`src/rtl/result_flags_register.sv`:
```
// result_flags_register
//
// Holds the architectural condition flags {O,N,Z,C} for the execute stage and
// updates them from the ALU, shifter or multiplier as the registered
// controller command directs. Multiplier updates complete out-of-line: a
// LOAD_MULT arms a pending state that is retired by the multValid pulse,
// even while the pipeline is stalled. A 4-deep LIFO shadow stack saves and
// restores the flags across interrupt entry and return.
//
// Ports
//   clk                 system clock, rising edge
//   reset               asynchronous active-high reset
//   enable              pipeline advance; low ignores command/write/push/pop
//   resultFlagsControl  command: 0 NO_OP, 1 LOAD_ARITH, 2 LOAD_ARITH_O,
//                       3 LOAD_LOGIC, 4 LOAD_MULT, 5 LOAD_SHIFT, 6-7 NO_OP
//   aluResult/aluCarry/aluOverflow     ALU result and status
//   shiftResult/shiftCarry             shifter result and last bit out
//   multHigh/multLow/multOverflow      product, valid with multValid
//   multValid           single-cycle product-available pulse
//   flagsWrite/flagsWriteData          software write of {O,N,Z,C}
//   pushFlags/popFlags  interrupt save / restore
//   flags               registered {O,N,Z,C}
//   multPending         registered; multiplier update outstanding
//   stackOverflow/stackUnderflow/protocolError  sticky error bits

module result_flags_register (
  input  logic        clk,
  input  logic        reset,
  input  logic        enable,
  input  logic [2:0]  resultFlagsControl,
  input  logic [31:0] aluResult,
  input  logic        aluCarry,
  input  logic        aluOverflow,
  input  logic [31:0] shiftResult,
  input  logic        shiftCarry,
  input  logic [31:0] multHigh,
  input  logic [31:0] multLow,
  input  logic        multOverflow,
  input  logic        multValid,
  input  logic        flagsWrite,
  input  logic [3:0]  flagsWriteData,
  input  logic        pushFlags,
  input  logic        popFlags,
  output logic [3:0]  flags,
  output logic        multPending,
  output logic        stackOverflow,
  output logic        stackUnderflow,
  output logic        protocolError
);

  localparam logic [2:0] CMD_NO_OP        = 3'd0;
  localparam logic [2:0] CMD_LOAD_ARITH   = 3'd1;
  localparam logic [2:0] CMD_LOAD_ARITH_O = 3'd2;
  localparam logic [2:0] CMD_LOAD_LOGIC   = 3'd3;
  localparam logic [2:0] CMD_LOAD_MULT    = 3'd4;
  localparam logic [2:0] CMD_LOAD_SHIFT   = 3'd5;

  localparam logic [2:0] STACK_DEPTH = 3'd4;

  typedef enum logic [0:0] {
    ST_IDLE = 1'b0,
    ST_PEND = 1'b1
  } pend_state_t;

  // Zero detect on a 32-bit word.
  function automatic logic is_zero32(input logic [31:0] value);
    return (value == 32'd0);
  endfunction

  // True for the codes that actually do something; 6-7 alias NO_OP.
  function automatic logic is_real_cmd(input logic [2:0] cmd);
    logic real_s;
    case (cmd)
      CMD_LOAD_ARITH,
      CMD_LOAD_ARITH_O,
      CMD_LOAD_LOGIC,
      CMD_LOAD_MULT,
      CMD_LOAD_SHIFT: real_s = 1'b1;
      default:        real_s = 1'b0;
    endcase
    return real_s;
  endfunction

  // Flags produced by a completing multiply: carry and overflow both mirror
  // "product does not fit in the low word".
  function automatic logic [3:0] mult_flags(input logic [31:0] high,
                                            input logic [31:0] low,
                                            input logic        ovf);
    return {ovf, high[31], is_zero32(high) & is_zero32(low), ovf};
  endfunction

  pend_state_t state_r, state_next_s;
  logic [3:0]  flags_r, flags_next_s;
  logic [3:0]  stack_r [4];
  logic [2:0]  count_r, count_next_s;
  logic        mult_pending_r;
  logic        ovf_r, unf_r, perr_r;

  logic [3:0]  cmd_flags_s;
  logic [3:0]  top_s;
  logic [1:0]  top_idx_s;
  logic        cmd_take_s;
  logic        cmd_active_s;
  logic        mult_done_s;
  logic        push_do_s;
  logic        pop_do_s;
  logic        ovf_set_s;
  logic        unf_set_s;
  logic        perr_set_s;

  // A command only reaches the flags when nothing of higher priority
  // (pop, software write) is present in the same enabled cycle.
  assign cmd_take_s   = enable & ~popFlags & ~flagsWrite;
  assign cmd_active_s = enable & is_real_cmd(resultFlagsControl);

  // Top-of-stack index; 2-bit wrap maps count 4 onto entry 3.
  assign top_idx_s = count_r[1:0] - 2'd1;
  assign top_s     = stack_r[top_idx_s];

  // Flag values each non-deferred command would produce.
  always_comb begin
    cmd_flags_s = flags_r;
    case (resultFlagsControl)
      CMD_LOAD_ARITH:   cmd_flags_s = {flags_r[3], aluResult[31], is_zero32(aluResult), aluCarry};
      CMD_LOAD_ARITH_O: cmd_flags_s = {aluOverflow, aluResult[31], is_zero32(aluResult), aluCarry};
      CMD_LOAD_LOGIC:   cmd_flags_s = {1'b0, aluResult[31], is_zero32(aluResult), 1'b0};
      CMD_LOAD_SHIFT:   cmd_flags_s = {flags_r[3], shiftResult[31], is_zero32(shiftResult), shiftCarry};
      default:          cmd_flags_s = flags_r;
    endcase
  end

  // Stack control: pop wins over push; full/empty turn the access into an error.
  always_comb begin
    push_do_s    = 1'b0;
    pop_do_s     = 1'b0;
    ovf_set_s    = 1'b0;
    unf_set_s    = 1'b0;
    count_next_s = count_r;
    if (enable && popFlags) begin
      if (count_r == 3'd0) begin
        unf_set_s = 1'b1;
      end else begin
        pop_do_s     = 1'b1;
        count_next_s = count_r - 3'd1;
      end
    end else if (enable && pushFlags) begin
      if (count_r == STACK_DEPTH) begin
        ovf_set_s = 1'b1;
      end else begin
        push_do_s    = 1'b1;
        count_next_s = count_r + 3'd1;
      end
    end else begin
      count_next_s = count_r;
    end
  end

  // Pending state machine and multiply-completion detection.
  always_comb begin
    state_next_s = state_r;
    mult_done_s  = 1'b0;
    perr_set_s   = 1'b0;
    case (state_r)
      ST_IDLE: begin
        if (cmd_take_s && (resultFlagsControl == CMD_LOAD_MULT)) begin
          // Product already on the bus: retire immediately, never go pending.
          if (multValid) begin
            mult_done_s = 1'b1;
          end else begin
            state_next_s = ST_PEND;
          end
        end else begin
          state_next_s = ST_IDLE;
        end
      end
      ST_PEND: begin
        // Completion is independent of enable so a stalled pipe still drains.
        if (multValid) begin
          mult_done_s  = 1'b1;
          state_next_s = ST_IDLE;
        end else begin
          state_next_s = ST_PEND;
        end
        if (cmd_active_s) begin
          perr_set_s = 1'b1;
        end else begin
          perr_set_s = 1'b0;
        end
      end
      default: begin
        state_next_s = ST_IDLE;
      end
    endcase
  end

  // Next flag value: multiply completion > pop > software write > command.
  always_comb begin
    flags_next_s = flags_r;
    if (mult_done_s) begin
      flags_next_s = mult_flags(multHigh, multLow, multOverflow);
    end else if (enable && popFlags) begin
      if (pop_do_s) begin
        flags_next_s = top_s;
      end else begin
        flags_next_s = flags_r;
      end
    end else if (enable && flagsWrite) begin
      flags_next_s = flagsWriteData;
    end else if (cmd_take_s && (state_r == ST_IDLE)) begin
      flags_next_s = cmd_flags_s;
    end else begin
      flags_next_s = flags_r;
    end
  end

  // State, flags, stack and sticky error registers.
  always_ff @(posedge clk or posedge reset) begin
    if (reset) begin
      state_r        <= ST_IDLE;
      flags_r        <= 4'd0;
      count_r        <= 3'd0;
      mult_pending_r <= 1'b0;
      ovf_r          <= 1'b0;
      unf_r          <= 1'b0;
      perr_r         <= 1'b0;
      for (int i = 0; i < 4; i++) begin
        stack_r[i] <= 4'd0;
      end
    end else begin
      state_r        <= state_next_s;
      flags_r        <= flags_next_s;
      count_r        <= count_next_s;
      mult_pending_r <= (state_next_s == ST_PEND);
      ovf_r          <= ovf_r | ovf_set_s;
      unf_r          <= unf_r | unf_set_s;
      perr_r         <= perr_r | perr_set_s;
      // Push saves the flags as they stood before this cycle's update.
      if (push_do_s) begin
        stack_r[count_r[1:0]] <= flags_r;
      end
    end
  end

  assign flags          = flags_r;
  assign multPending    = mult_pending_r;
  assign stackOverflow  = ovf_r;
  assign stackUnderflow = unf_r;
  assign protocolError  = perr_r;

endmodule

```
`config.mk`:
```
export PLATFORM = sky130hd
export DESIGN_NAME = result_flags_register
export DESIGN_NICKNAME = d
export VERILOG_FILES = /design/src/rtl/result_flags_register.sv
export SDC_FILE = /design/constraint.sdc
export NUM_CORES = 1
export LEC_CHECK = 0
export CORE_MARGIN = 4
export CORE_UTILIZATION = 34
export DETAILED_ROUTE_END_ITERATION = 12
export GPL_TIMING_DRIVEN = 0
export PLACE_DENSITY = 0.95
export SYNTH_ARGS = -nofsm -noshare
export SYNTH_HDL_FRONTEND = slang
export SYNTH_SLANG_ARGS = --single-unit
```
`constraint.sdc`:
```
create_clock -name clk -period 4.3 [get_ports clk]
set_input_delay 0.86 -clock clk [delete_from_list [all_inputs] [get_ports clk]]
set_output_delay 0.86 -clock clk [all_outputs]
set_load 0.05 [all_outputs]
```
==> metrics.cfg <==
[global_route]
grt_pass1_wl_um = 11200
grt_usage_pct = 22.7
overflow = 0
antenna_found_initial = 0
grt_max_degree = 28
grt_pass1_vias = 2207

[yosys]
synth_top_family_by_area = simple AND/OR/NAND/NOR gates
synth_area_mm2 = 0.00176
syn_inst = 173
synthXorXnorAreaFrac_pct = 1.49
yosysTopAreaCellShare_pct = 38.4
synth_area_leaders = dfrtp_1 38%, nor4_1 10%, mux2_2 7.7%, mux4_2 5.1%, ha_1 2.8%
synth_compound_area_share_pct = 14.9
synthMuxAreaShare_pct = 14.0
synthAdderAreaFrac_pct = 3.99
async_flop_share_pct = 100
syn_nets = 324
ys.flop_type = dfrtp_1
synth_edf_count = 0
syn_avg_cell_area_um2 = 10.2
synthDistinctLibCells = 40
synth-simple-area-share_pct = 24.9
yosys_warnings = 0
ys_seq_area_share_pct = 38.4
yosys.area.top_type = dfrtp_1
ys_ff_latch = 27

[cts]
htreeDepth = 1
post_cts_resized = 0
numCtsBuffers = 3
clock_latency_ns = 0.27
holdBufCountCts = 0
cts-root-buf = clkbuf_8
clkSinkCount = 27
cts_tree = built
clk_pin_slew_worst_paths_ns = 0.09
post_cts_buffers = 0
ctsLongestPathBuffers = 2

[timing]
drv_slew = 0
tightest_slew_ns = 0.991
rsz0062_at_grt = false
fin_worst_skew_ns = 0.00159
finalCritPeriodShare_pct = 62.4
maxSlewHeadroom_pct = 33.9
max_freq_ghz = 0.373
fin_crit_ns = 2.68
finalSetupTns_ns = 0
final-setup-viol-count = 0
hold_viol = 0

[layout]
fin_nets = 481
layout-drive-gt1-share_pct = 6.99
area_growth_pct = 93.9
diodes = 0
layout_common_cells = 152 x clkdlybuf4s50_1, 29 x nor4_1, 27 x dfrtp_1
fin_cells = 396
final_common_cell = clkdlybuf4s50_1

[floorplanning]
rows = 25
core_mm2 = 0.00488
ioPinCount = 154
die_height_um = 79.9
die-area_mm2 = 0.00638
initial_core_util_pct = 36.0
die_width_um = 79.9

[place]
port_buffers = 152
dp.cells = 392
dp_hpwl_um = 6590
gp_congestion = 0.790

[critical_path]
r2r_slack_ns = 1.84
worstRegToRegCells = 8
critical_path.cell_chain = clkdlybuf4s50_1 > clkbuf_1 > nand2_1 > fa_1 > xnor2_1 > nor2_1 > xnor2_1
crit_type = input pin to register
critical_path_required_ns = 4.47
crit_top_cell = xnor2_1
timing.rr.end = flags[1]$_DFFE_PP0P_
cp-startpoint = enable
critPathMaxStageDelay_ns = 0.47
endpoint = count_r[2]$_DFFE_PP0P_
start_kind = input pin
cp-end-kind = register
timing.rr.start = count_r[0]$_DFFE_PP0P_
critPathArrivalTime_ns = 2.85
slowest_stage = clkdlybuf4s50_1
critPathMaxFanout = 10

[routing]
drt-total-wl_um = 7650
wl_met1_um = 2690
wl_met3_um = 668
drcViolationCount = 0
drt_first_pass_iters = 4
drt-vias-per-instance = 5.32
vias = 2108
ant_nets = 0
drt_iter0_drc = 143
routed-wl-met2_um = 4020
wl_per_cell_um = 19.3
top_layer = met4

[power]
vdd_drop_max_mv = 0.176
power_density_mw_per_mm2 = 349
p_leak_nw = 1.28

[run_status]
status = completed

[run]
max_cap_violations = 0

[worst_hold_path]
hp-class = register to register
worstHoldStart = stackUnderflow$_DFF_PP0_

[metrics by stage]
step / power, W / setup WS, ns / hold slack [ns] / util [%] / instance area, um^2
2_1_floorplan: 0.000777 / 1.99 / 0.445 / - / 1760
3_3_place_gp: 0.00101 / 1.37 / 0.452 / 68.9 / 3360
3_5_place_dp: 0.00104 / 1.35 / 0.455 / 68.9 / 3360
4_1_cts: 0.00119 / 1.63 / 0.474 / 69.8 / 3410
5_1_grt: 0.00126 / 1.43 / 0.492 / 69.8 / 3410
6_report: 0.00119 / 1.62 / 0.471 / 69.8 / 3410
[per-layer routing]
| metal | GRT usage [%] | vias to the layer above |
|---|---|---|
| li1 | - | 1007 |
| met3 | 6.77 | 19 |
| met5 | 0 | - |
| met4 | 8.95 | 0 |
| met1 | 25.0 | 975 |
| met2 | 40.5 | 107 |
[state kept, by name (all words and copies together), names as in the netlist]
| signal | cells |
|---|---|
| protocolError | 1 |
| stackOverflow | 1 |
| count_r | 3 |
| multPending | 1 |
| stackUnderflow | 1 |
| flags | 4 |
| stack_r | 16 |
[power breakdown]
group | leakage [nW] | total, W | switching, W | internal [W]
Sequential | 0.334 | 0.000441 | 0.0000800 | 0.000361
Combinational | 0.919 | 0.000605 | 0.000271 | 0.000334
Clock | 0.0228 | 0.000142 | 0.0000758 | 0.0000664
[area by class of cell]
cell class / instances / area [um^2]
Inverter: 6 / 22.5
Sequential cell: 27 / 676
Tap cell: 67 / 83.8
Buffer: 4 / 18.8
Fill cell: 356 / 1470
Clock buffer: 4 / 45.0
Multi-Input combinational cell: 136 / 1040
Timing Repair Buffer: 152 / 1520
[how the worst min path moves through the flow]
stage,endpoint,slack [ns],cells after the start
final,stackUnderflow$_DFF_PP0_,0.47,1
after global routing,stackUnderflow$_DFF_PP0_,0.49,1
after CTS,stackOverflow$_DFF_PP0_,0.47,1
after detailed placement,stackUnderflow$_DFF_PP0_,0.46,1
after global placement,stackUnderflow$_DFF_PP0_,0.45,1
after floorplan,stack_r[9]$_DFFE_PP0P_,0.44,2
[cell usage after synthesis, drive strengths merged (2+ instances only)]
library cell	count
mux2	12
o21ai	9
nand2b	4
nor2	4
mux4	4
inv	6
and2	3
a41o	3
ha	4
nand4	7
or4	4
mux2i	2
a21boi	3
o211ai	3
nand3	2
o311ai	2
xnor2	3
nor3	3
a21oi	3
nand2	13
a31oi	4
nor4	29
dfrtp	27
clkbuf	3
o22ai	2
[cells by family (layout without fill, tap and decap cells)]
| group | after synthesis | after routing |
|---|---|---|
| buffers and inverters | 10 | 166 |
| DFF | 27 | 27 |
| adders and majority gates | 5 | 5 |
| xor gates and xnor gates | 3 | 3 |
| muxes | 18 | 18 |
| AOI/OAI and AO/OA | 35 | 35 |
| and+or+nand+nor | 75 | 75 |
[critical path: cells and delay by family]
kind | cells | cell delay (ns)
fa+ha+maj | 1 | 0.46
buf+inv | 2 | 0.81
simple gates | 2 | 0.40
xor+xnor | 2 | 0.32
No activity file was read; power rests on OpenSTA's default activity.
